<file path="src/rtl/dlfloat_pkg.sv">
`default_nettype none
// ============================================================================
// Module   : dlfloat_pkg
// Brief    : DLFloat16 constants, output-state encoding and mul/add functions.
// Revision : 1.0 - initial release
// ============================================================================
package dlfloat_pkg;

    localparam logic [15:0] DLF_ZERO    = 16'h0000;
    localparam logic [15:0] DLF_SPECIAL = 16'hFFFF;
    localparam int          DLF_BIAS    = 31;
    localparam int          DLF_EXP_W   = 6;
    localparam int          DLF_MAN_W   = 9;

    typedef enum logic [0:0] {
        OUT_IDLE = 1'b0,
        OUT_FULL = 1'b1
    } out_state_t;

    // Range-check a signed biased exponent and assemble the 16-bit encoding.
    function automatic logic [15:0] dlf_pack(
        input logic              s,
        input logic signed [8:0] e,
        input logic [8:0]        m
    );
        logic [15:0] r;
        if (e > 9'sd63) begin
            r = DLF_SPECIAL;
        end else if (e < 9'sd1) begin
            r = DLF_ZERO;
        end else begin
            r = {s, e[DLF_EXP_W-1:0], m};
        end
        return r;
    endfunction

    function automatic logic [15:0] dlf_mul(
        input logic [15:0] a,
        input logic [15:0] b
    );
        logic [19:0]       p;
        logic signed [8:0] e;
        logic [8:0]        m;
        logic [15:0]       r;
        p = 20'({1'b1, a[8:0]}) * 20'({1'b1, b[8:0]});
        e = $signed({3'b000, a[14:9]}) + $signed({3'b000, b[14:9]}) - 9'(DLF_BIAS);
        m = 9'(p >> (p[19] ? DLF_MAN_W + 1 : DLF_MAN_W));
        if (p[19]) begin
            e = e + 9'sd1;
        end
        if (a == DLF_SPECIAL || b == DLF_SPECIAL) begin
            r = DLF_SPECIAL;
        end else if (a == DLF_ZERO || b == DLF_ZERO) begin
            r = DLF_ZERO;
        end else begin
            r = dlf_pack(a[15] ^ b[15], e, m);
        end
        return r;
    endfunction

    function automatic logic [15:0] dlf_add(
        input logic [15:0] a,
        input logic [15:0] b
    );
        logic [15:0]       hi;
        logic [15:0]       lo;
        logic [15:0]       r;
        logic [5:0]        d;
        logic [9:0]        mh;
        logic [9:0]        ms;
        logic [10:0]       s;
        logic [10:0]       sn;
        logic [3:0]        lz;
        logic signed [8:0] e;
        // Magnitude order of normal encodings matches the order of bits [14:0].
        if (a[14:0] >= b[14:0]) begin
            hi = a;
            lo = b;
        end else begin
            hi = b;
            lo = a;
        end
        d  = hi[14:9] - lo[14:9];
        mh = {1'b1, hi[8:0]};
        ms = {1'b1, lo[8:0]} >> d;
        if (hi[15] == lo[15]) begin
            s = {1'b0, mh} + {1'b0, ms};
        end else begin
            s = {1'b0, mh} - {1'b0, ms};
        end
        lz = 4'd0;
        for (int i = 0; i < 11; i++) begin
            if (s[i]) begin
                lz = 4'(i);
            end
        end
        sn = s << (4'(DLF_MAN_W + 1) - lz);
        e  = $signed({3'b000, hi[14:9]}) + $signed({5'b00000, lz}) - 9'(DLF_MAN_W);
        if (a == DLF_SPECIAL || b == DLF_SPECIAL) begin
            r = DLF_SPECIAL;
        end else if (a == DLF_ZERO) begin
            r = b;
        end else if (b == DLF_ZERO) begin
            r = a;
        end else if (hi[14:0] == lo[14:0] && hi[15] != lo[15]) begin
            r = DLF_ZERO;
        end else begin
            r = dlf_pack(hi[15], e, 9'(sn >> 1));
        end
        return r;
    endfunction

endpackage
`default_nettype wire

</file>
<file path="src/rtl/dlfloat_mac_lane.sv">
`default_nettype none
// ============================================================================
// Module   : dlfloat_mac_lane
// Brief    : One MAC lane: stage-1 product register and stage-2 accumulator.
// Revision : 1.0 - initial release
// ============================================================================
module dlfloat_mac_lane
    import dlfloat_pkg::*;
(
    input  logic        clk,
    input  logic        rst,
    input  logic        load,
    input  logic        retire,
    input  logic        first,
    input  logic [15:0] a,
    input  logic [15:0] b,
    output logic [15:0] sum
);

    logic [15:0] r_prod;
    logic [15:0] r_acc;

    // A group-opening beat adds onto zero, which returns the product unchanged.
    assign sum = dlf_add(first ? DLF_ZERO : r_acc, r_prod);

    always_ff @(posedge clk or posedge rst) begin
        if (rst) begin
            r_prod <= DLF_ZERO;
            r_acc  <= DLF_ZERO;
        end else begin
            if (load) begin
                r_prod <= dlf_mul(a, b);
            end
            if (retire) begin
                r_acc <= sum;
            end
        end
    end

endmodule
`default_nettype wire

</file>
<file path="src/rtl/dlfloat_mac_array.sv">
`default_nettype none
// ============================================================================
// Module   : dlfloat_mac_array
// Brief    : Multi-lane DLFloat16 MAC with first/last grouping and handshakes.
// Revision : 1.0 - initial release
// ============================================================================
module dlfloat_mac_array
    import dlfloat_pkg::*;
#(
    parameter int LANES = 4,
    parameter int CNT_W = 8
) (
    input  logic                  clk,
    input  logic                  rst,
    input  logic                  in_valid,
    output logic                  in_ready,
    input  logic [16*LANES-1:0]   in_a,
    input  logic [16*LANES-1:0]   in_b,
    input  logic                  in_first,
    input  logic                  in_last,
    output logic                  out_valid,
    input  logic                  out_ready,
    output logic [16*LANES-1:0]   out_c,
    output logic [CNT_W-1:0]      out_count
);

    out_state_t             r_state;
    logic                   r_s1_valid;
    logic                   r_s1_first;
    logic                   r_s1_last;
    logic [CNT_W-1:0]       r_count;
    logic [CNT_W-1:0]       w_count_next;
    logic [16*LANES-1:0]    r_out_c;
    logic [CNT_W-1:0]       r_out_count;
    logic [16*LANES-1:0]    w_sum;
    logic                   w_adv;
    logic                   w_fire;
    logic                   w_retire;
    logic                   w_retire_last;

    // Both stages advance together whenever the output slot is free or draining.
    assign w_adv         = (r_state == OUT_IDLE) || out_ready;
    assign w_fire        = in_valid && w_adv;
    assign w_retire      = r_s1_valid && w_adv;
    assign w_retire_last = w_retire && r_s1_last;

    assign in_ready  = w_adv;
    assign out_valid = (r_state == OUT_FULL);
    assign out_c     = r_out_c;
    assign out_count = r_out_count;

    assign w_count_next = r_s1_first ? CNT_W'(1)
                        : ((&r_count) ? r_count : r_count + 1'b1);

    generate
        for (genvar k = 0; k < LANES; k++) begin : g_lane
            dlfloat_mac_lane u_lane (
                .clk    (clk),
                .rst    (rst),
                .load   (w_fire),
                .retire (w_retire),
                .first  (r_s1_first),
                .a      (in_a[16*k +: 16]),
                .b      (in_b[16*k +: 16]),
                .sum    (w_sum[16*k +: 16])
            );
        end
    endgenerate

    always_ff @(posedge clk or posedge rst) begin
        if (rst) begin
            r_s1_valid <= 1'b0;
            r_s1_first <= 1'b0;
            r_s1_last  <= 1'b0;
        end else if (w_adv) begin
            r_s1_valid <= in_valid;
            r_s1_first <= in_first;
            r_s1_last  <= in_last;
        end
    end

    always_ff @(posedge clk or posedge rst) begin
        if (rst) begin
            r_count <= '0;
        end else if (w_retire) begin
            r_count <= w_count_next;
        end
    end

    always_ff @(posedge clk or posedge rst) begin
        if (rst) begin
            r_state     <= OUT_IDLE;
            r_out_c     <= '0;
            r_out_count <= '0;
        end else begin
            if (w_retire_last) begin
                r_out_c     <= w_sum;
                r_out_count <= w_count_next;
            end
            case (r_state)
                OUT_IDLE: begin
                    if (w_retire_last) begin
                        r_state <= OUT_FULL;
                    end
                end
                OUT_FULL: begin
                    // A retiring group refills the slot in the cycle it drains.
                    if (!w_retire_last && out_ready) begin
                        r_state <= OUT_IDLE;
                    end
                end
                default: r_state <= OUT_IDLE;
            endcase
        end
    end

endmodule
`default_nettype wire

</file>
<file path="config.mk">
export PLATFORM = sky130hd
export DESIGN_NAME = dlfloat_mac_array
export DESIGN_NICKNAME = d
export VERILOG_FILES = /design/src/rtl/dlfloat_pkg.sv /design/src/rtl/dlfloat_mac_lane.sv /design/src/rtl/dlfloat_mac_array.sv
export SDC_FILE = /design/constraint.sdc
export NUM_CORES = 2
export LEC_CHECK = 0
export BUFFER_PORTS_ARGS = -buffer_cell sky130_fd_sc_hd__buf_2
export CORE_MARGIN = 5
export CORE_UTILIZATION = 28
export CTS_CLUSTER_DIAMETER = 100
export CTS_CLUSTER_SIZE = 14
export DETAILED_ROUTE_END_ITERATION = 16
export HOLD_SLACK_MARGIN = 0.06
export SLEW_MARGIN = 20
export SYNTH_ARGS = -nofsm -noshare
export SYNTH_HDL_FRONTEND = slang
export SYNTH_SLANG_ARGS = --single-unit
</file>
<file path="constraint.sdc">
create_clock -name clk -period 34.7 [get_ports clk]
set_input_delay 5.205 -clock clk [delete_from_list [all_inputs] [get_ports clk]]
set_output_delay 5.205 -clock clk [all_outputs]
set_load 0.02 [all_outputs]
</file>
==> summary.md <==
| Metric | Value |
|---|---|
| Outcome | complete, no violations |
| Number of flops mapped to enable cells by yosys | 0 |
| Core area | about 140000 um^2 |
| Register clock-pin slew on the reported worst setup and hold paths | roughly 0.070 ns |
| CTS tree | built |
| Tmin final | between 10 and 15 ns |
| Critical Path Max Stage Delay | 0.83 ns |
| Vias | about 38000 |
| First-pass GRT wire length | around 200000 um |
| Skew-Pair Late Insertion Delay | 0.55 ns |
| Routability cong. | between 0.9 and 1 |
| Nature of the critical path endpoint | register |
| Hpwl dp | a little over 100000 um |
| RSZ-0062 raised after global routing | false |
| Vias in the first global route | ~36000 |
| Fmax | about 73 MHz |
| GRT Total Usage | 0.169 |
| # rows | approximately 140 |
| Clk sink count | around 210 |
| Worst Path Buf+Inv | 5 |
| Cell mode on critical path | nor2_1 |
| Hold Crit Start | out_c[61] |
| Post CTS Setup Buffer Count | 0 |
| Total wire length | 129000 um |
| Grt total ovfl | 0 |
| Initial Util | 0.281 |
| Crit path max fanout | between 50 and 60 |
| Fin. max-slew vios | 0 |
| Number of nets with antenna violations after routing | 0 |
| Worst Max-Slew Pin Slew | between 1 and 1.5 ns |
| Fin. Hold Viols | 0 |
| Syn Inst Count | a little over 5000 |
| Die X | around 380 um |
| Post-synth ARST share | 1.00 |
| FF-to-FF Start | r_s1_first |
| H-tree depth | 1 |
| CTS Buf Count | 20 |
| Top_reg_cell synth | dfrtp_1 |
| Setup Skew | approximately 0.039 ns |
| Commonest non-fill, non-tap cell in the layout | nand2_1 |
| Slew headroom | 0.293 |
| Drt pass-1 iters | 8 |
| CTS max path bufs | 3 |
| Startpoint Class | register |
| CTS root buffer | clkbuf_16 |
| Mean number of vias per cell | 5.45 |
| Critical Path Start | r_s1_first |
| Path depth of the worst reg2reg path | 53 |
| Final net count | 5772 |
| Hold-fix buffers, CTS | 0 |
| Post-Syn Nets | roughly 5800 |
| Arrival time at the worst endpoint | 14.11 ns |
| Synth Cell Area | 39100 um^2 |
| Setup TNS | 0 ns |
| Maxcap violations | 0 |
| Die H | between 300 and 400 um |
| Crit-path slowest cell | dfrtp_4 |
| Most frequent cells in the layout | 584 x nand2_1, 439 x inv_1, 409 x nor2_1 |
| Setup violators final | 0 |
| Tcrit/Tclk final | 0.395 |
| Seq/Total Area, Yosys | 0.136 |
| DRC viols | 0 |
| 1st-iter DRT viols | 3652 |
| Largest net degree at the start of global routing | 134 |
| Die ar. | 147000 um^2 |
| P&R area growth vs syn | 8.11% |
| Crit Path Class | register to register |
| Ys Warns | 0 |
| Yosys reg bits | approximately 210 |
| Syn Area/Cell | about 7.7 um^2 |
| PortBufs | around 210 |
| Netlist cell types | 111 |
| Hold path depth | 2 |
| I/O Pins | roughly 210 |
| Post-CTS Resized | 0 |
| Critical path depth in cells | 53 |
| CP delay by family, top | simple AND/OR/NAND/NOR gates |
| Critical Path RT | approximately 35 ns |
| Layout cells sized above 1 | 0.0847 |
| Routed len/inst | about 19 um |
| Initial antenna violation count | 6 |
| Worst min path class | register to register |
| Setup slack, reg-to-reg | between 20 and 25 ns |
[layout make-up]
class                   instances  area (um^2)
well taps                    1876         2350
clock buffers                  23          533
fillers                     15100        96900
repair buffers                239         1300
clock inverters                 5         82.6
flip-flops and latches        212         5310
diodes                          2         5.00
inverters                     444         1680
multi-input cells            4108        31000
[flip-flops by register name, summed over array words and instances (netlist names)]
name	cells
r_count	8
g_lane.u_lane.r_acc	64
r_s1_valid	1
g_lane.u_lane.r_prod	64
r_s1_first	1
out_count	8
r_s1_last	1
out_c	64
out_valid	1
[routing by layer]
layer  wire, um  track usage  share of wire  up-vias
met3      11000       0.0314          0.085      165
li1           -            -              -    17800
met1      59500        0.245           0.46    18300
met4       2660       0.0323          0.021        0
met2      55600        0.264           0.43     1436
met5          0            0              0        -
[worst paths after layout]
| check | to |
|---|---|
| max | out_c[56] |
| min | out_c[61] |
| max reg2reg | out_c[56] |
| min reg2reg | out_c[61] |
| max in group asynchronous | r_s1_first |
| min in group asynchronous | g_lane[3].u_lane.r_prod[8] |
[kinds of logic after synthesis]
family	count (synthesis)	share of synthesized area
compound gates	1265	0.217
fa+ha+maj	620	0.247
mux	144	0.0457
simple gates	1871	0.235
xor+xnor	208	0.0472
flops	212	0.136
buf+inv	727	0.0725
[synthesized netlist by cell type, types with 14 or more instances]
master     count  area share
a211o_1       19      0.0043
a211oi_1      51      0.0098
a21o_1        65       0.012
a21oi_1      286       0.037
a221oi_1      25      0.0056
a22o_1        14      0.0031
a22oi_1       27      0.0052
a31oi_1       55      0.0088
and2_1       227       0.036
and3_1        26      0.0042
clkbuf_1     244       0.023
dfrtp_1      212        0.14
fa_1         256        0.13
ha_1         357        0.11
inv_1        441       0.042
mux2_2        43       0.012
mux2i_1       77       0.020
mux4_2        23       0.013
nand2_1      587       0.056
nand2b_1      43      0.0069
nand3_1       82       0.011
nand4_1      110       0.018
nor2_1       409       0.039
nor2b_1       67       0.011
nor3_1        97       0.012
nor4_1        84       0.013
o2111ai_1     17      0.0038
o211ai_1      25      0.0048
o21a_1        36      0.0069
o21ai_0      276       0.035
o21bai_1      46      0.0088
o221ai_1      18      0.0040
o22ai_1       61      0.0098
o31a_1        16      0.0036
o31ai_1       42      0.0081
or2_2         26      0.0042
or3_1         38      0.0061
or4_1         15      0.0029
xnor2_1      143       0.032
xor2_1        62       0.014
[worst reg2reg max path, delay by kind of cell (launching register included)]
family          cells  cell delay (ns)
simple gates       22             4.82
compound gates     15             3.38
fa+ha+maj           6             1.98
buf+inv             5             1.19
flops               1             0.83
xor+xnor            3             0.70
mux                 2             0.69
[through the flow]
step                hold slack, ns  instance area, um^2  utilization  setup WS (ns)  instances
finish                       0.478                42200        0.304          21.01       6909
global route                 0.500                42200        0.304          19.93       6908
CTS                          0.481                42200        0.303          21.29       6906
detailed placement           0.465                41600        0.299          21.36       6878
global placement             0.460                41600        0.299          21.52       6878
floorplan                    0.450                39100            -          22.17       5047
Power is not shown: default switching activity piles up to over one toggle a cycle in this logic, so the estimate is an artifact.
